==> config.mk <==
export PLATFORM = sky130hd
export DESIGN_NAME = sysid_rd_timer
export DESIGN_NICKNAME = d
export VERILOG_FILES = /design/src/rtl/sysid_rd_timer.sv
export SDC_FILE = /design/constraint.sdc
export NUM_CORES = 1
export LEC_CHECK = 0
export CAP_MARGIN = 10
export CORE_MARGIN = 5
export CORE_UTILIZATION = 35
export DETAILED_ROUTE_END_ITERATION = 16
export PLACE_DENSITY = 0.65
export SLEW_MARGIN = 20
export SYNTH_ARGS = -nofsm -noshare
export SYNTH_HDL_FRONTEND = slang
export SYNTH_SLANG_ARGS = --single-unit
==> constraint.sdc <==
create_clock -name clock -period 1.6 [get_ports clock]
set_input_delay 0.16 -clock clock [delete_from_list [all_inputs] [get_ports clock]]
set_output_delay 0.16 -clock clock [all_outputs]
set_load 0.005 [all_outputs]
==> src/rtl/sysid_rd_timer.sv <==
`default_nettype none
// ============================================================================
// Module : sysid_rd_timer
// Brief  : Loadable down-counter with terminal-count flag for read timeouts.
// Rev    : 1.0 - initial release
// ============================================================================
module sysid_rd_timer #(
    parameter int unsigned WIDTH = 8
) (
    input  logic             clock,
    input  logic             reset,
    input  logic             load_i,
    input  logic [WIDTH-1:0] load_val_i,
    input  logic             dec_i,
    output logic             tc_o
);

    logic [WIDTH-1:0] count_q;
    logic [WIDTH-1:0] count_d;

    always_comb begin
        count_d = count_q;
        if (load_i) begin
            count_d = load_val_i;
        end else if (dec_i && (count_q != '0)) begin
            count_d = count_q - 1'b1;
        end
    end

    always_ff @(posedge clock) begin
        if (reset) begin
            count_q <= '0;
        end else begin
            count_q <= count_d;
        end
    end

    assign tc_o = (count_q == '0);

endmodule : sysid_rd_timer
`default_nettype wire

==> flow_metrics.py, run 1 <==
metrics = {
    "run_status": {
        "status": "finished, violations left",
        "violations": "negative setup slack",
    },
    "place": {
        "dp_slack_ns": -0.184,
        "dpl_cell_area_um2": 754,
        "post-place-cells": 98,
        "io_buffer_count": 12,
        "place_congestion": 0.771,
        "hpwl_um": 984,
    },
    "final_layout": {
        "top_regs": "count_q (8)",
        "nets": 104,
        "drive_gt1_share_pct": 44.3,
        "final_util_pct": 62.7,
        "largest_register_ffs": 8,
        "regMostFlops": "count_q",
        "fillers": 115,
        "final_cell_mix": "14 x buf_4, 11 x clkdlybuf4s50_1, 6 x nor2_1",
        "antenna_cells": 0,
        "stdcell_count": 103,
        "area_growth_pct": 64.3,
        "final_common_cell": "buf_4",
        "fin_area_um2": 847,
    },
    "route": {
        "finalWirelength_mm": 1.39,
        "routedWlPerCell_um": 13.5,
        "vias": 538,
        "first_iter_violations": 6,
        "drtPass1Iterations": 4,
        "drcViolationCount": 0,
        "vias_per_cell": 5.22,
        "ant_nets": 0,
    },
    "power_and_ir_drop": {
        "finalPower_mw": 0.658,
        "p_per_area_mw_per_mm2": 777,
        "irDropWorstVdd_v": 0.000557,
        "leakage_nw": 0.330,
    },
    "timing": {
        "rsz0062_at_grt": "yes",
        "setup_tns_ns": -0.257,
        "period_minus_slack_ns": 1.69,
        "setup_viol": 6,
        "fin_crit_sh_pct": 106,
        "holdWs_ns": 0.479,
        "tightest_slew_ns": 0.267,
        "finalWorstSetupSlack_ns": -0.0912,
        "fmax_ghz": 0.591,
        "relSlewSlack_pct": 82.1,
        "fin_skew_ns": 0.00160,
        "slew_viol_final": 0,
        "finalHoldViolCount": 0,
    },
    "global_routing": {
        "gr-total-overflow": 0,
        "grt_pass1_vias": 521,
        "grt_start_max_net_pins": 10,
        "grt_pass1_wl_mm": 2.32,
        "track_usage_pct": 12.5,
        "antenna_found_initial": 0,
    },
    "setup_path": {
        "cp-end-kind": "flip-flop",
        "max_stage_delay_ns": 0.57,
        "cp.required_ns": 1.77,
        "crit_path_max_fanout": 8,
        "start_kind": "flip-flop",
        "crit_slowest_cell": "or4_4",
        "path_class": "flip-flop to flip-flop",
        "path_cells": "or4_4 -> o41ai_4 -> buf_6 -> o31ai_2 -> a311oi_1",
        "arrival_ns": 1.86,
    },
    "synthesis": {
        "yosys.cell_types.count": 28,
        "synth-simple-area-share_pct": 27.2,
        "yosysSeqAreaShare_pct": 31.1,
        "synth.area.top_cells": "dfxtp_1 31%, o41ai_4 5.3%, xnor2_1 5.1%",
        "synth_top_family_by_area": "simple AND/OR/NAND/NOR gates",
        "synthMuxAreaShare_pct": 1.94,
        "syn_nets": 73,
        "synth_compound_area_share_pct": 24.8,
        "synth_area_um2": 515,
        "synth_cells": 59,
        "synthAdderAreaFrac_pct": 4.85,
        "syn_avg_cell_area_um2": 8.74,
        "synth_seq_cells": 8,
        "synth.top_cell.area_share_pct": 31.1,
        "yosys.area.top_type": "dfxtp_1",
        "yosysWarningCount": 0,
        "synth_xor_area_share_pct": 5.10,
    },
    "die": {
        "io_pins": 13,
        "die_h_um": 48.4,
        "core.rowCount": 13,
        "fp.dieArea_mm2": 0.00234,
        "core-area_mm2": 0.00135,
        "initial_core_util_pct": 38.2,
        "die_x_um": 48.4,
    },
    "hold_path": {
        "hp-class": "input pin to flip-flop",
    },
    "cts": {
        "htreeDepth": 1,
        "clkLatencyLatePin_ns": 0.26,
        "cts_made_buffers": 3,
        "clk_pin_slew_ns": 0.06,
        "clock_path_buffers": 2,
        "cts_tree": "done",
        "clock-root-buffer": "clkbuf_4",
        "cts.sinks": 8,
        "hold_buffers": 0,
    },
    "run": {
        "cap_violations": 0,
    },
}
==> final timing paths <==
path	start	end	slack [ns]	cells past startpoint
hold / removal	load_val_i[5]	count_q[5]$_SDFFE_PP0P_	0.48	3
hold reg to reg	count_q[6]$_SDFFE_PP0P_	count_q[6]$_SDFFE_PP0P_	0.60	2
setup reg to reg	count_q[3]$_SDFFE_PP0P_	count_q[5]$_SDFFE_PP0P_	-0.09	5
setup / recovery	count_q[3]$_SDFFE_PP0P_	count_q[5]$_SDFFE_PP0P_	-0.09	5
==> area by class of cell <==
class | instances | area (µm²) | area share (%)
clock buffers | 3 | 22.5 | 2.66
inverters | 5 | 18.8 | 2.22
multi-input cells | 44 | 380 | 44.9
flip-flops and latches | 8 | 164 | 19.4
well taps | 15 | 18.8 | 2.22
repair buffers | 28 | 243 | 28.7
==> Yosys cell counts <==
cell      count
or4_1         2
o21a_1        1
or3_2         2
nor3b_1       3
dfxtp_1       8
nor2_1        6
a21oi_1       5
or4_4         1
ha_1          2
a211oi_1      1
buf_1         1
or4_2         2
a211oi_2      1
nand2_1       2
mux2i_1       1
or3b_2        1
nor4_1        1
inv_1         4
clkbuf_1      1
o211ai_1      1
nor3_1        1
o41ai_4       1
clkinv_1      1
o31ai_1       1
a311oi_1      2
xnor2_1       3
o21ai_0       3
nand4b_1      1
==> where the power goes <==
group | total (mW) | internal (mW) | leakage (nW) | switching, mW
clock | 0.165 | 0.0865 | 0.0138 | 0.0785
sequential | 0.234 | 0.218 | 0.0673 | 0.0151
combinational | 0.259 | 0.152 | 0.249 | 0.107
total | 0.658 | 0.457 | 0.330 | 0.200
==> logic make-up after synthesis <==
group,count (synthesis)
AND/OR/NAND/NOR,22
AO/OA/AOI/OAI,16
flip-flops,8
buffers and inverters,7
XOR/XNOR,3
adder cells (fa/ha/maj),2
multiplexers,1
==> what timing repair did <==
action	in CTS	in global routing
pin swaps	5	5
endpoints found under the setup margin	7	9
buffers inserted	2	0
gates resized for setup	15	5
==> per-layer routing <==
layer / wire (µm) / GRT usage (%)
met4: 0 / 2.76
met3: 93 / 6.42
met5: 0 / 0
met2: 688 / 20.7
met1: 609 / 14.0
==> critical path: cells and delay by family (launching register included) <==
kind,cells,cell delay (ns)
AO/OA/AOI/OAI,3,0.53
buffers and inverters,1,0.19
flip-flops,1,0.32
AND/OR/NAND/NOR,1,0.57
Power figures use the tool's default switching activity.
==> run 2: changes to the inputs <==
Settings changed: CORE_MARGIN 5 to 4, GPL_ROUTABILITY_DRIVEN set to 0.
==> run 2 against run 1 <==
  * The flow still finishes with violations (negative setup slack)
  * Critical path depth down 1
  * Combinational power up 11%
  * Power up 4.4%
  * Design area up 6.4%
==> flow_metrics.py, run 2 (same netlist as run 1, synthesis figures left out) <==
metrics = {
    "timing": {
        "slew_viol_final": 0,
        "period_minus_slack_ns": 1.76,
        "setup_tns_ns": -0.600,
        "rsz0062_at_grt": "yes",
        "fin_skew_ns": 0.00295,
        "finalWorstSetupSlack_ns": -0.156,
        "tightest_slew_ns": 0.352,
        "holdWs_ns": 0.485,
        "setup_viol": 7,
        "relSlewSlack_pct": 76.5,
        "finalHoldViolCount": 0,
        "fmax_ghz": 0.569,
        "fin_crit_sh_pct": 110,
    },
    "power_and_ir_drop": {
        "p_per_area_mw_per_mm2": 762,
        "finalPower_mw": 0.687,
        "leakage_nw": 0.349,
        "irDropWorstVdd_v": 0.000442,
        "clock_power_share_pct": 23.5,
        "seqPwrFrac_pct": 34.5,
        "combPwrFrac_pct": 41.9,
        "switching_share_pct": 30.5,
        "p_sw_mw": 0.210,
        "internal-power_mw": 0.477,
    },
    "route": {
        "drcViolationCount": 0,
        "finalWirelength_mm": 1.36,
        "ant_nets": 0,
        "vias": 544,
        "routedWlPerCell_um": 12.8,
        "vias_per_cell": 5.13,
        "first_iter_violations": 3,
        "drtPass1Iterations": 4,
    },
    "final_layout": {
        "top_regs": "count_q (8)",
        "drive_gt1_share_pct": 49.5,
        "largest_register_ffs": 8,
        "nets": 107,
        "final_common_cell": "buf_4",
        "final_cell_mix": "16 x buf_4, 11 x clkdlybuf4s50_1, 6 x nor2_1",
        "stdcell_count": 106,
        "area_growth_pct": 74.8,
        "regMostFlops": "count_q",
        "antenna_cells": 0,
        "final_util_pct": 66.7,
    },
    "die": {
        "die_x_um": 46.4,
        "fp.dieArea_mm2": 0.00215,
        "core.rowCount": 13,
        "core-area_mm2": 0.00135,
        "die_h_um": 46.4,
        "initial_core_util_pct": 38.2,
        "io_pins": 13,
    },
    "global_routing": {
        "antenna_found_initial": 0,
        "grt_pass1_wl_mm": 2.19,
        "gr-total-overflow": 0,
        "track_usage_pct": 14.3,
        "grt_pass1_vias": 520,
        "grt_start_max_net_pins": 10,
    },
    "cts": {
        "clkLatencyLatePin_ns": 0.25,
        "cts_made_buffers": 3,
        "clk_pin_slew_ns": 0.06,
        "hold_buffers": 0,
        "htreeDepth": 1,
        "clock_path_buffers": 2,
        "cts.sinks": 8,
        "clock-root-buffer": "clkbuf_4",
        "cts_tree": "done",
    },
    "setup_path": {
        "crit_buf_inv": 1,
        "max_stage_delay_ns": 0.56,
        "cp.required_ns": 1.77,
        "crit_slowest_cell": "or4_4",
        "arrival_ns": 1.92,
        "path_cells": "or4_4 -> buf_4 -> or4_1 -> a311oi_1",
        "start_kind": "flip-flop",
        "path_class": "flip-flop to flip-flop",
        "crit_path_max_fanout": 3,
        "critical-path-top-delay-family": "simple AND/OR/NAND/NOR gates",
        "cp-end-kind": "flip-flop",
    },
    "hold_path": {
        "hp-class": "input pin to flip-flop",
    },
    "place": {
        "io_buffer_count": 12,
        "post-place-cells": 98,
        "hpwl_um": 898,
    },
    "run": {
        "cap_violations": 0,
    },
    "run_status": {
        "status": "finished, violations left",
        "violations": "negative setup slack",
    },
}
==> run 2: per-stage QoR <==
stage	worst slack [ns]	area (µm²)
after floorplan	-0.0500	518
after global placement	-0.155	754
after detailed placement	-0.202	754
after CTS	-0.111	841
after global routing	-0.187	901
final	-0.156	901
==> run 2: power by group through the flow <==
| stage | sequential [mW] | clock [mW] | combinational, mW |
|---|---|---|---|
| after floorplan | 0.237 | 0 | 0.111 |
| after global placement | 0.235 | 0 | 0.212 |
| after detailed placement | 0.236 | 0 | 0.214 |
| after CTS | 0.235 | 0.170 | 0.249 |
| after global routing | 0.240 | 0.181 | 0.312 |
| final | 0.237 | 0.162 | 0.288 |
==> run 2: worst reg2reg max path: cells and delay by family, from the launching register on <==
family                 cells  cell delay (ns)
AO/OA/AOI/OAI              1             0.22
AND/OR/NAND/NOR            2             0.97
buffers and inverters      1             0.16
flip-flops                 1             0.32
==> run 2: path summary, 6_finish.rpt <==
| path | cells after the start | start | endpoint | slack, ns |
|---|---|---|---|---|
| worst min-delay path | 3 | load_val_i[7] | count_q[7]$_SDFFE_PP0P_ | 0.48 |
| worst min register to register | 3 | count_q[5]$_SDFFE_PP0P_ | count_q[5]$_SDFFE_PP0P_ | 0.64 |
| worst max register to register | 4 | count_q[3]$_SDFFE_PP0P_ | count_q[6]$_SDFFE_PP0P_ | -0.16 |
| worst max-delay path | 4 | count_q[3]$_SDFFE_PP0P_ | count_q[6]$_SDFFE_PP0P_ | -0.16 |
==> run 2: repair_timing <==
action,4_1_cts,5_1_grt
setup endpoints to repair,7,9
buffers inserted,3,2
pin swaps,6,2
hold endpoints to repair,0,0
resized for setup,17,9
==> run 2: cell type report <==
cell class	count	area, µm²
fillers	107	449
multi-input cells	44	407
repair buffers	31	269
flip-flops and latches	8	165
clock buffers	3	22.5
inverters	5	18.8
well taps	15	18.8
==> run 2: per-layer routing <==
metal	wire length, µm	track usage [%]	up-vias
li1	-	-	288
met1	628	18.4	244
met2	662	23.6	12
met3	70	5.86	0
met4	0	0	0
met5	0	0	-
==> run 3: changes to the inputs <==
Settings changed: PLACE_DENSITY 0.65 to 0.69.
==> run 3 against run 2 <==
  * The run still ends with negative setup slack left
  * Power down 6.7%
  * Clock skew shrank 0.0012 ns
  * Combinational power is 16% lower
  * Via count increased by 0.92%
  * Clock-buffer cell count is the same
  * Flip-flop and latch count unchanged
  * Worst hold slack worse by 0.00097 ns
  * Sequential power about the same
  * Non-clock buffer count is 4 lower
  * Design area shrank 7.8%
  * Largest cell class unchanged
==> flow_metrics.py, run 3 (same netlist as run 1, synthesis figures left out) <==
metrics = {
    "setup_path": {
        "r2r_end": "count_q[5]$_SDFFE_PP0P_",
        "arrival_ns": 1.91,
        "path_class": "flip-flop to flip-flop",
        "r2r_cells": 5,
        "cp-end-kind": "flip-flop",
        "r2r-start": "count_q[2]$_SDFFE_PP0P_",
        "crit_slowest_cell": "or4_4",
        "crit_buf_inv": 1,
        "cp.required_ns": 1.77,
        "max_stage_delay_ns": 0.58,
        "r2r_setup_slack_ns": -0.14,
        "cp-startpoint": "count_q[2]$_SDFFE_PP0P_",
        "critical-path-top-delay-family": "simple AND/OR/NAND/NOR gates",
        "crit_path_max_fanout": 5,
        "path_cells": "or4_4 -> o41ai_4 -> buf_4 -> o31ai_4 -> a311oi_2",
        "start_kind": "flip-flop",
    },
    "cts": {
        "cts.sinks": 8,
        "clk_pin_slew_ns": 0.06,
        "hold_buffers": 0,
        "clock_path_buffers": 2,
        "cts_tree": "done",
        "htreeDepth": 1,
        "cts_made_buffers": 3,
        "clock-root-buffer": "clkbuf_4",
        "clkLatencyLatePin_ns": 0.26,
    },
    "place": {
        "post-place-cells": 95,
        "dp_slack_ns": -0.244,
        "dpl_cell_area_um2": 732,
        "hpwl_um": 962,
        "io_buffer_count": 12,
    },
    "power_and_ir_drop": {
        "seqPwrFrac_pct": 36.9,
        "p_sw_mw": 0.196,
        "p_per_area_mw_per_mm2": 771,
        "switching_share_pct": 30.6,
        "irDropWorstVdd_v": 0.000500,
        "combPwrFrac_pct": 37.7,
        "leakage_nw": 0.317,
        "clock_power_share_pct": 25.4,
        "finalPower_mw": 0.641,
        "internal-power_mw": 0.445,
    },
    "timing": {
        "fmax_ghz": 0.575,
        "fin_crit_sh_pct": 109,
        "setup_viol": 9,
        "slew_viol_final": 0,
        "setup_tns_ns": -0.555,
        "tightest_slew_ns": 0.288,
        "rsz0062_at_grt": "yes",
        "finalWorstSetupSlack_ns": -0.139,
        "period_minus_slack_ns": 1.74,
        "relSlewSlack_pct": 80.7,
        "finalHoldViolCount": 0,
        "fin_skew_ns": 0.00174,
    },
    "route": {
        "routedWlPerCell_um": 13.5,
        "vias": 549,
        "vias_per_cell": 5.38,
        "ant_nets": 0,
        "finalWirelength_mm": 1.38,
        "first_iter_violations": 3,
        "drcViolationCount": 0,
        "drtPass1Iterations": 4,
    },
    "hold_path": {
        "hp-class": "input pin to flip-flop",
        "whs_path_depth": 3,
        "min_to": "count_q[1]$_SDFFE_PP0P_",
        "worstHoldStart": "load_val_i[1]",
    },
    "final_layout": {
        "area_growth_pct": 61.2,
        "final_cell_mix": "14 x buf_4, 11 x clkdlybuf4s50_1, 6 x nor2_1",
        "final_common_cell": "buf_4",
        "drive_gt1_share_pct": 43.7,
        "stdcell_count": 102,
        "regMostFlops": "count_q",
        "nets": 103,
        "fin_area_um2": 831,
        "top_regs": "count_q (8)",
        "antenna_cells": 0,
        "fillers": 126,
        "largest_register_ffs": 8,
    },
    "die": {
        "core-area_mm2": 0.00135,
        "io_pins": 13,
        "fp.dieArea_mm2": 0.00215,
        "initial_core_util_pct": 38.2,
        "die_h_um": 46.4,
        "core.rowCount": 13,
        "die_x_um": 46.4,
    },
    "global_routing": {
        "grt_pass1_wl_mm": 2.13,
        "grt_start_max_net_pins": 10,
        "grt_pass1_vias": 497,
        "track_usage_pct": 14.2,
        "gr-total-overflow": 0,
        "antenna_found_initial": 0,
    },
    "run_status": {
        "status": "finished, violations left",
        "violations": "negative setup slack",
    },
    "run": {
        "cap_violations": 0,
    },
}
==> run 3: area by class of cell <==
cell class	count	area, µm²	area share [%]
sequential	8	164	19.7
inverter	5	18.8	2.26
multi-input combinational	44	375	45.2
clock buffer	3	22.5	2.71
tap	15	18.8	2.26
timing repair buffer	27	231	27.9
==> run 3: through the flow <==
| step | util (%) | hold slack (ns) |
|---|---|---|
| floorplan | - | 0.330 |
| global placement | 54.2 | 0.496 |
| detailed placement | 54.2 | 0.519 |
| CTS | 58.8 | 0.476 |
| global route | 61.5 | 0.498 |
| finish | 61.5 | 0.484 |
==> run 3: tightest hold or removal path, delay by kind of cell <==
kind            cells  cell delay (ns)
buf+inv             1             0.40
compound gates      1             0.07
simple gates        1             0.06
==> run 3: worst max-delay path by stage <==
stage                                    endpoint  slack, ns  cells after the start
after floorplan           count_q[5]$_SDFFE_PP0P_      -0.05                      4
after global placement                       tc_o      -0.18                      3
after detailed placement  count_q[5]$_SDFFE_PP0P_      -0.24                      4
after CTS                 count_q[5]$_SDFFE_PP0P_      -0.14                      4
after global routing      count_q[5]$_SDFFE_PP0P_      -0.20                      5
final                     count_q[5]$_SDFFE_PP0P_      -0.14                      5
==> run 3: power groups by stage <==
stage | logic [mW] | clock network (mW) | registers, mW
floorplan | 0.111 | 0 | 0.237
finish | 0.242 | 0.162 | 0.236
global route | 0.264 | 0.185 | 0.239
CTS | 0.223 | 0.172 | 0.234
detailed placement | 0.203 | 0 | 0.237
global placement | 0.199 | 0 | 0.236
==> run 3: per-layer routing <==
| metal | track usage [%] | vias to the layer above | part of all wire, % |
|---|---|---|---|
| li1 | - | 278 | - |
| met1 | 15.9 | 257 | 41 |
| met2 | 24.7 | 14 | 51 |
| met3 | 5.86 | 0 | 7.5 |
| met4 | 3.41 | 0 | 0 |
| met5 | 0 | - | 0 |
==> run 3: what timing repair did <==
action,in CTS,in global routing
setup buffers,4,0
pin swaps,4,7
gates resized for setup,8,11
endpoints found under the hold margin,0,0
setup endpoints to repair,8,9
